$ cat config.mk
export PLATFORM = sky130hd
export DESIGN_NAME = float_add_sequencer
export DESIGN_NICKNAME = d
export VERILOG_FILES = /design/src/rtl/float_add_sequencer_pkg.sv /design/src/rtl/float_pair_fifo.sv /design/src/rtl/float_add_sequencer.sv
export SDC_FILE = /design/constraint.sdc
export NUM_CORES = 1
export LEC_CHECK = 0
export ABC_AREA = 1
export BUFFER_PORTS_ARGS = -buffer_cell sky130_fd_sc_hd__buf_2
export CELL_PAD_IN_SITES_DETAIL_PLACEMENT = 0
export CELL_PAD_IN_SITES_GLOBAL_PLACEMENT = 2
export CORE_AREA = 4 4 192 194
export DETAILED_ROUTE_END_ITERATION = 12
export DIE_AREA = 0 0 196 198
export PLACE_DENSITY_LB_ADDON = 0.1
export SLEW_MARGIN = 20
export SYNTH_ARGS = -nofsm -noshare
export SYNTH_HDL_FRONTEND = slang
export SYNTH_SLANG_ARGS = --single-unit
export TNS_END_PERCENT = 20
$ cat constraint.sdc
create_clock -name Clock -period 5.66 [get_ports Clock]
set_input_delay 0.283 -clock Clock [delete_from_list [all_inputs] [get_ports Clock]]
set_output_delay 0.283 -clock Clock [all_outputs]
set_load 0.1 [all_outputs]
$ cat src/rtl/float_add_sequencer_pkg.sv
// Shared float types, constants and the issue-sequencer state encoding.
// Special-operand helpers serve the FP_SPECIAL_BYPASS_EN build of float_add_sequencer.
package float_add_sequencer_pkg;

    typedef logic [31:0] float;

    localparam float       QNAN        = 32'h7FC0_0000;
    localparam logic [7:0] EXP_SPECIAL = 8'hFF;

    typedef enum logic [1:0] {
        IDLE  = 2'd0,
        ISSUE = 2'd1,
        WAIT  = 2'd2,
        HOLD  = 2'd3
    } seq_state_t;

    function automatic logic is_special(input float a, input float b);
        return (a[30:23] == 8'h00) || (a[30:23] == EXP_SPECIAL) ||
               (b[30:23] == 8'h00) || (b[30:23] == EXP_SPECIAL);
    endfunction

    // Denormals (exp==0) are flushed to signed zero before the rules apply.
    function automatic float special_sum(input float a, input float b);
        logic a_inf, b_inf, a_nan, b_nan, a_zero, b_zero;
        a_inf  = (a[30:23] == EXP_SPECIAL) && (a[22:0] == '0);
        b_inf  = (b[30:23] == EXP_SPECIAL) && (b[22:0] == '0);
        a_nan  = (a[30:23] == EXP_SPECIAL) && (a[22:0] != '0);
        b_nan  = (b[30:23] == EXP_SPECIAL) && (b[22:0] != '0);
        a_zero = (a[30:23] == 8'h00);
        b_zero = (b[30:23] == 8'h00);
        if (a_nan || b_nan)            return QNAN;
        else if (a_inf && b_inf)       return (a[31] != b[31]) ? QNAN : a;
        else if (a_inf)                return a;
        else if (b_inf)                return b;
        else if (a_zero && b_zero)     return {a[31] & b[31], 31'h0};
        else if (a_zero)               return b;
        else                           return a;
    endfunction

endpackage

$ cat src/rtl/float_pair_fifo.sv
// Operand-pair FIFO: 64-bit entries, power-of-two depth, registered full flag and count.
module float_pair_fifo #(
    parameter int DEPTH = 4
) (
    input  logic                     Clock,
    input  logic                     Reset,
    input  logic                     push_i,
    input  logic [63:0]              push_data_i,
    input  logic                     pop_i,
    output logic [63:0]              head_o,
    output logic                     empty_o,
    output logic                     full_o,
    output logic [$clog2(DEPTH):0]   count_o
);
    localparam int AW = $clog2(DEPTH);

    logic [63:0]   mem_q [DEPTH];
    logic [AW-1:0] wr_ptr_q, rd_ptr_q;
    logic [AW:0]   count_q, count_d;
    logic          full_q;
    logic          push_ok, pop_ok;

    assign push_ok = push_i && !full_q;
    assign pop_ok  = pop_i && (count_q != '0);

    always_comb begin
        count_d = count_q;
        case ({push_ok, pop_ok})
            2'b10:   count_d = count_q + 1'b1;
            2'b01:   count_d = count_q - 1'b1;
            default: count_d = count_q;
        endcase
    end

    always_ff @(posedge Clock or negedge Reset) begin
        if (!Reset) begin
            wr_ptr_q <= '0;
            rd_ptr_q <= '0;
            count_q  <= '0;
            full_q   <= 1'b0;
        end else begin
            if (push_ok) wr_ptr_q <= wr_ptr_q + 1'b1;
            if (pop_ok)  rd_ptr_q <= rd_ptr_q + 1'b1;
            count_q <= count_d;
            full_q  <= (count_d == (AW+1)'(DEPTH));
        end
    end

    always_ff @(posedge Clock) begin
        if (push_ok) mem_q[wr_ptr_q] <= push_data_i;
    end

    assign head_o  = mem_q[rd_ptr_q];
    assign empty_o = (count_q == '0);
    assign full_o  = full_q;
    assign count_o = count_q;

endmodule

$ cat src/rtl/float_add_sequencer.sv
// Issue stage in front of FloatAdder: queue pairs, issue one at a time, hold the sum.
// Optional macro FP_SPECIAL_BYPASS_EN resolves zero/Inf/NaN operands locally.
//
// state | meaning
// IDLE  | waiting for a queued pair; head latched into AddOp1/2 on exit
// ISSUE | AddInputValid pulse, head popped, watchdog loaded
// WAIT  | waiting for AddResultValid rising edge or watchdog expiry
// HOLD  | OutValid asserted until consumer takes the result
module float_add_sequencer
    import float_add_sequencer_pkg::*;
#(
    parameter int DEPTH          = 4,
    parameter int TIMEOUT_CYCLES = 64
) (
    input  logic                   Clock,
    input  logic                   Reset,
    input  logic [31:0]            InOp1,
    input  logic [31:0]            InOp2,
    input  logic                   InValid,
    output logic                   InReady,
    output logic [31:0]            AddOp1,
    output logic [31:0]            AddOp2,
    output logic                   AddInputValid,
    input  logic [31:0]            AddResult,
    input  logic                   AddResultValid,
    output logic [31:0]            OutResult,
    output logic                   OutError,
    output logic                   OutValid,
    input  logic                   OutReady,
    output logic [$clog2(DEPTH):0] Occupancy
);
    localparam int TW = $clog2(TIMEOUT_CYCLES + 1);

    seq_state_t    state_q, state_d;
    float          op1_q, op1_d, op2_q, op2_d;
    float          res_q, res_d;
    logic          err_q, err_d;
    logic [TW-1:0] wcnt_q, wcnt_d;
    logic          rv_q;
    logic          pop;
    logic [63:0]   head;
    logic          empty, full;

    float_pair_fifo #(.DEPTH(DEPTH)) u_fifo (
        .Clock       (Clock),
        .Reset       (Reset),
        .push_i      (InValid),
        .push_data_i ({InOp1, InOp2}),
        .pop_i       (pop),
        .head_o      (head),
        .empty_o     (empty),
        .full_o      (full),
        .count_o     (Occupancy)
    );

    always_comb begin
        state_d = state_q;
        op1_d   = op1_q;
        op2_d   = op2_q;
        res_d   = res_q;
        err_d   = err_q;
        wcnt_d  = wcnt_q;
        pop     = 1'b0;
        case (state_q)
            IDLE: begin
                if (!empty) begin
`ifdef FP_SPECIAL_BYPASS_EN
                    if (is_special(head[63:32], head[31:0])) begin
                        res_d   = special_sum(head[63:32], head[31:0]);
                        err_d   = 1'b0;
                        pop     = 1'b1;
                        state_d = HOLD;
                    end else
`endif
                    begin
                        op1_d   = head[63:32];
                        op2_d   = head[31:0];
                        state_d = ISSUE;
                    end
                end
            end
            ISSUE: begin
                pop     = 1'b1;
                wcnt_d  = TW'(TIMEOUT_CYCLES - 1);
                state_d = WAIT;
            end
            WAIT: begin
                // A level already high on entry is not a completion of this op.
                if (AddResultValid && !rv_q) begin
                    res_d   = AddResult;
                    err_d   = 1'b0;
                    state_d = HOLD;
                end else if (wcnt_q == '0) begin
                    res_d   = QNAN;
                    err_d   = 1'b1;
                    state_d = HOLD;
                end else begin
                    wcnt_d = wcnt_q - 1'b1;
                end
            end
            HOLD: begin
                if (OutReady) state_d = IDLE;
            end
            default: state_d = IDLE;
        endcase
    end

    always_ff @(posedge Clock or negedge Reset) begin
        if (!Reset) begin
            state_q <= IDLE;
            op1_q   <= '0;
            op2_q   <= '0;
            res_q   <= '0;
            err_q   <= 1'b0;
            wcnt_q  <= '0;
            rv_q    <= 1'b0;
        end else begin
            state_q <= state_d;
            op1_q   <= op1_d;
            op2_q   <= op2_d;
            res_q   <= res_d;
            err_q   <= err_d;
            wcnt_q  <= wcnt_d;
            rv_q    <= AddResultValid;
        end
    end

    assign InReady       = !full;
    assign AddOp1        = op1_q;
    assign AddOp2        = op2_q;
    assign AddInputValid = (state_q == ISSUE);
    assign OutResult     = res_q;
    assign OutError      = err_q;
    assign OutValid      = (state_q == HOLD);

endmodule

==> impl_metrics.tcl <==
set metrics [dict create \
    post-route-drc-count 0 \
    highest_layer "met5" \
    seqCellArea_um2 10600 \
    synth_top_area_cell "edfxtp_1" \
    met1_length_mm 15.7 \
    netlist_area_um2 14200 \
    dp_hpwl_mm 19.2 \
    cts_tree "done" \
    cp_max_fo 68 \
    worstMarginPinSlew_ns 0.950 \
    cts_resized 0 \
    min_path_type "input pin to flip-flop" \
    globalRoute.totalOverflow 0 \
    crit_family "buffers and inverters" \
    io_buffer_count 203 \
    die_area_um2 38800 \
    grt_max_degree 73 \
    slew_violations 0 \
    numCtsBuffers 41 \
    area_growth_pct 24.5 \
    grt_pass1_wl_mm 52.9 \
    drive_gt1_frac 0.193 \
    clock_latency_ns 0.52 \
    synth_ff_type "edfxtp_1" \
    fillers 3210 \
    layout_common_cells "361 x nor2_1, 256 x edfxtp_1, 202 x buf_2" \
    antenna_found_initial 3 \
    grt_pass1_vias 9297 \
    final_common_cell "nor2_1" \
    crit_arrival_ns 3.06 \
    worstPathCellList "inv_4 > buf_4 > o21ai_0 > a31oi_1" \
    ant_nets 0 \
    multi_input_area_um2 3200 \
    finalSetupTns_ns 0 \
    setup_viol 0 \
    die_h_um 198 \
    grt_usage 0.172 \
    status "finished, final reports clean" \
    vias 9306 \
    initial_core_util 0.404 \
    start_kind "flip-flop" \
    async_flop_share 0.310 \
    worstSetupPathType "flip-flop to flip-flop" \
    synth_top_area_frac 0.541 \
    fin_crit_sh 0.464 \
    seq_area_frac_synth 0.743 \
    cpMaxStageDelayCell "dfrtp_4" \
    ctsHtreeMaxLevel 2 \
    synth-edff-count 256 \
    path_buf_inv 2 \
    dr.pass1.iters 5 \
    drtIter0Drc 413 \
    cts.path.max_buffers 3 \
    yosys_warnings 0 \
    avgSynthCellArea_um2 12.1 \
    max_freq_mhz 381 \
    hold_viol 0 \
    fp-row-count 69 \
    layout.nets 1566 \
    die_w_um 196 \
    clkSinkCount 371 \
    cp_slowest_stage_delay_ns 0.76 \
    ys_ff_latch 371 \
    wl_met2_mm 15.7 \
    postCtsSetupBuffers 0 \
    synthesis.nets 1286 \
    postSynthCellCount 1173 \
    design.portCount 204 \
    required_ns 6.09 \
    synth_area_leaders "edfxtp_1 54%, dfrtp_1 20%, nor2_1 9.6%" \
    clk_pin_slew_worst_paths_ns 0.06 \
    routed_wl_mm 33.5 \
    cts-root-buf "clkbuf_16" \
    met3_length_mm 1.61 \
    core-area_um2 35200 \
    cp-end-kind "flip-flop" \
    skew_ns 0.0175 \
    ys_types 27 \
    max_cap_viol_count 0 \
    routedWlPerCell_um 17.2 \
    relSlewSlack 0.367 \
    layout_min_cycle_time_ns 2.63 \
    gp_congestion 0.726 \
    via_per_inst 4.78 \
    rsz0062_at_grt "no" \
]
repair_timing:
action,in CTS,in global routing
endpoints found under the setup margin,0,0
hold buffers,83,2
endpoints found under the hold margin,321,8
final timing paths:
kind / startpoint / end / slack, ns / depth (start not counted)
worst min register to register: OutResult[2]$_DFFE_PN0P_ / OutResult[2]$_DFFE_PN0P_ / 0.46 / 2
min in group asynchronous: Reset / wcnt_q[3]$_DFFE_PN0P_ / 0.40 / 2
worst max-delay path: u_fifo.rd_ptr_q[0]$_DFFE_PN0P_ / AddOp2[8]$_DFFE_PN0P_ / 3.03 / 4
worst max register to register: u_fifo.rd_ptr_q[0]$_DFFE_PN0P_ / AddOp2[8]$_DFFE_PN0P_ / 3.03 / 4
worst min-delay path: InOp1[9] / u_fifo.mem_q[3][41]$_DFFE_PP_ / 0.01 / 1
max in group asynchronous: Reset / wcnt_q[4]$_DFFE_PN0P_ / 4.12 / 3
kinds of logic after synthesis:
kind of cell / after synthesis / share of synthesized area
AO/OA/AOI/OAI: 198 / 0.0753
XOR/XNOR: 4 / 0.00246
adder cells (fa/ha/maj): 12 / 0.0111
buffers and inverters: 92 / 0.0341
flip-flops: 371 / 0.743
AND/OR/NAND/NOR: 496 / 0.134
metal layers:
layer / global-route usage / vias up
li1: - / 4593
met3: 0.0255 / 46
met2: 0.288 / 213
met4: 0.0380 / 2
met5: 0 / -
met1: 0.241 / 4452
stage by stage:
step | setup WS, ns | utilization | std cells | cell area (um2) | hold WS, ns
6_report | 3.03 | 0.503 | 1948 | 17700 | 0.0140
5_1_grt | 2.82 | 0.503 | 1948 | 17700 | 0.00282
4_1_cts | 2.82 | 0.501 | 1943 | 17700 | 0.00124
3_5_place_dp | 2.84 | 0.442 | 1785 | 15600 | 0.408
3_3_place_gp | 2.85 | 0.442 | 1785 | 15600 | 0.407
2_1_floorplan | 1.12 | - | 1173 | 14200 | -0.0126
registers in the layout (all words and copies together), names as in the netlist, 3 cells and up:
name            flops
u_fifo.count_o      3
u_fifo.mem_q      256
OutResult          32
AddOp1             32
AddOp2             32
wcnt_q              7
Yosys cell counts, types with 2 or more instances:
master and count:
buf_2 17, nand3_1 13, o21ai_0 121, xor2_1 3, nand4_1 2, a31oi_1 64, ha_1 11, buf_1 11
edfxtp_1 256, buf_6 10, a21oi_1 2, nand2_1 109, dfrtp_1 115, nand3b_1 2, inv_2 3, nor2_1 365
inv_1 28, nand2_2 2, o21ai_1 11, clkbuf_1 11, buf_4 11
final cells by class:
class / instances / area share
Timing Repair Buffer: 298 / 0.111
Clock buffer: 56 / 0.0640
Multi-Input combinational cell: 710 / 0.181
Clock inverter: 19 / 0.00728
Tap cell: 461 / 0.0326
Sequential cell: 371 / 0.597
Inverter: 31 / 0.00671
Antenna cell: 2 / 0.000283
worst register-to-register path: cells and delay by family, from the launching register on:
kind,cells,cell delay (ns)
compound gates,2,0.45
buf+inv,2,1.33
flops,1,0.76
Power is not shown: default switching activity piles up to over one toggle a cycle in this logic, so the estimate is an artifact.
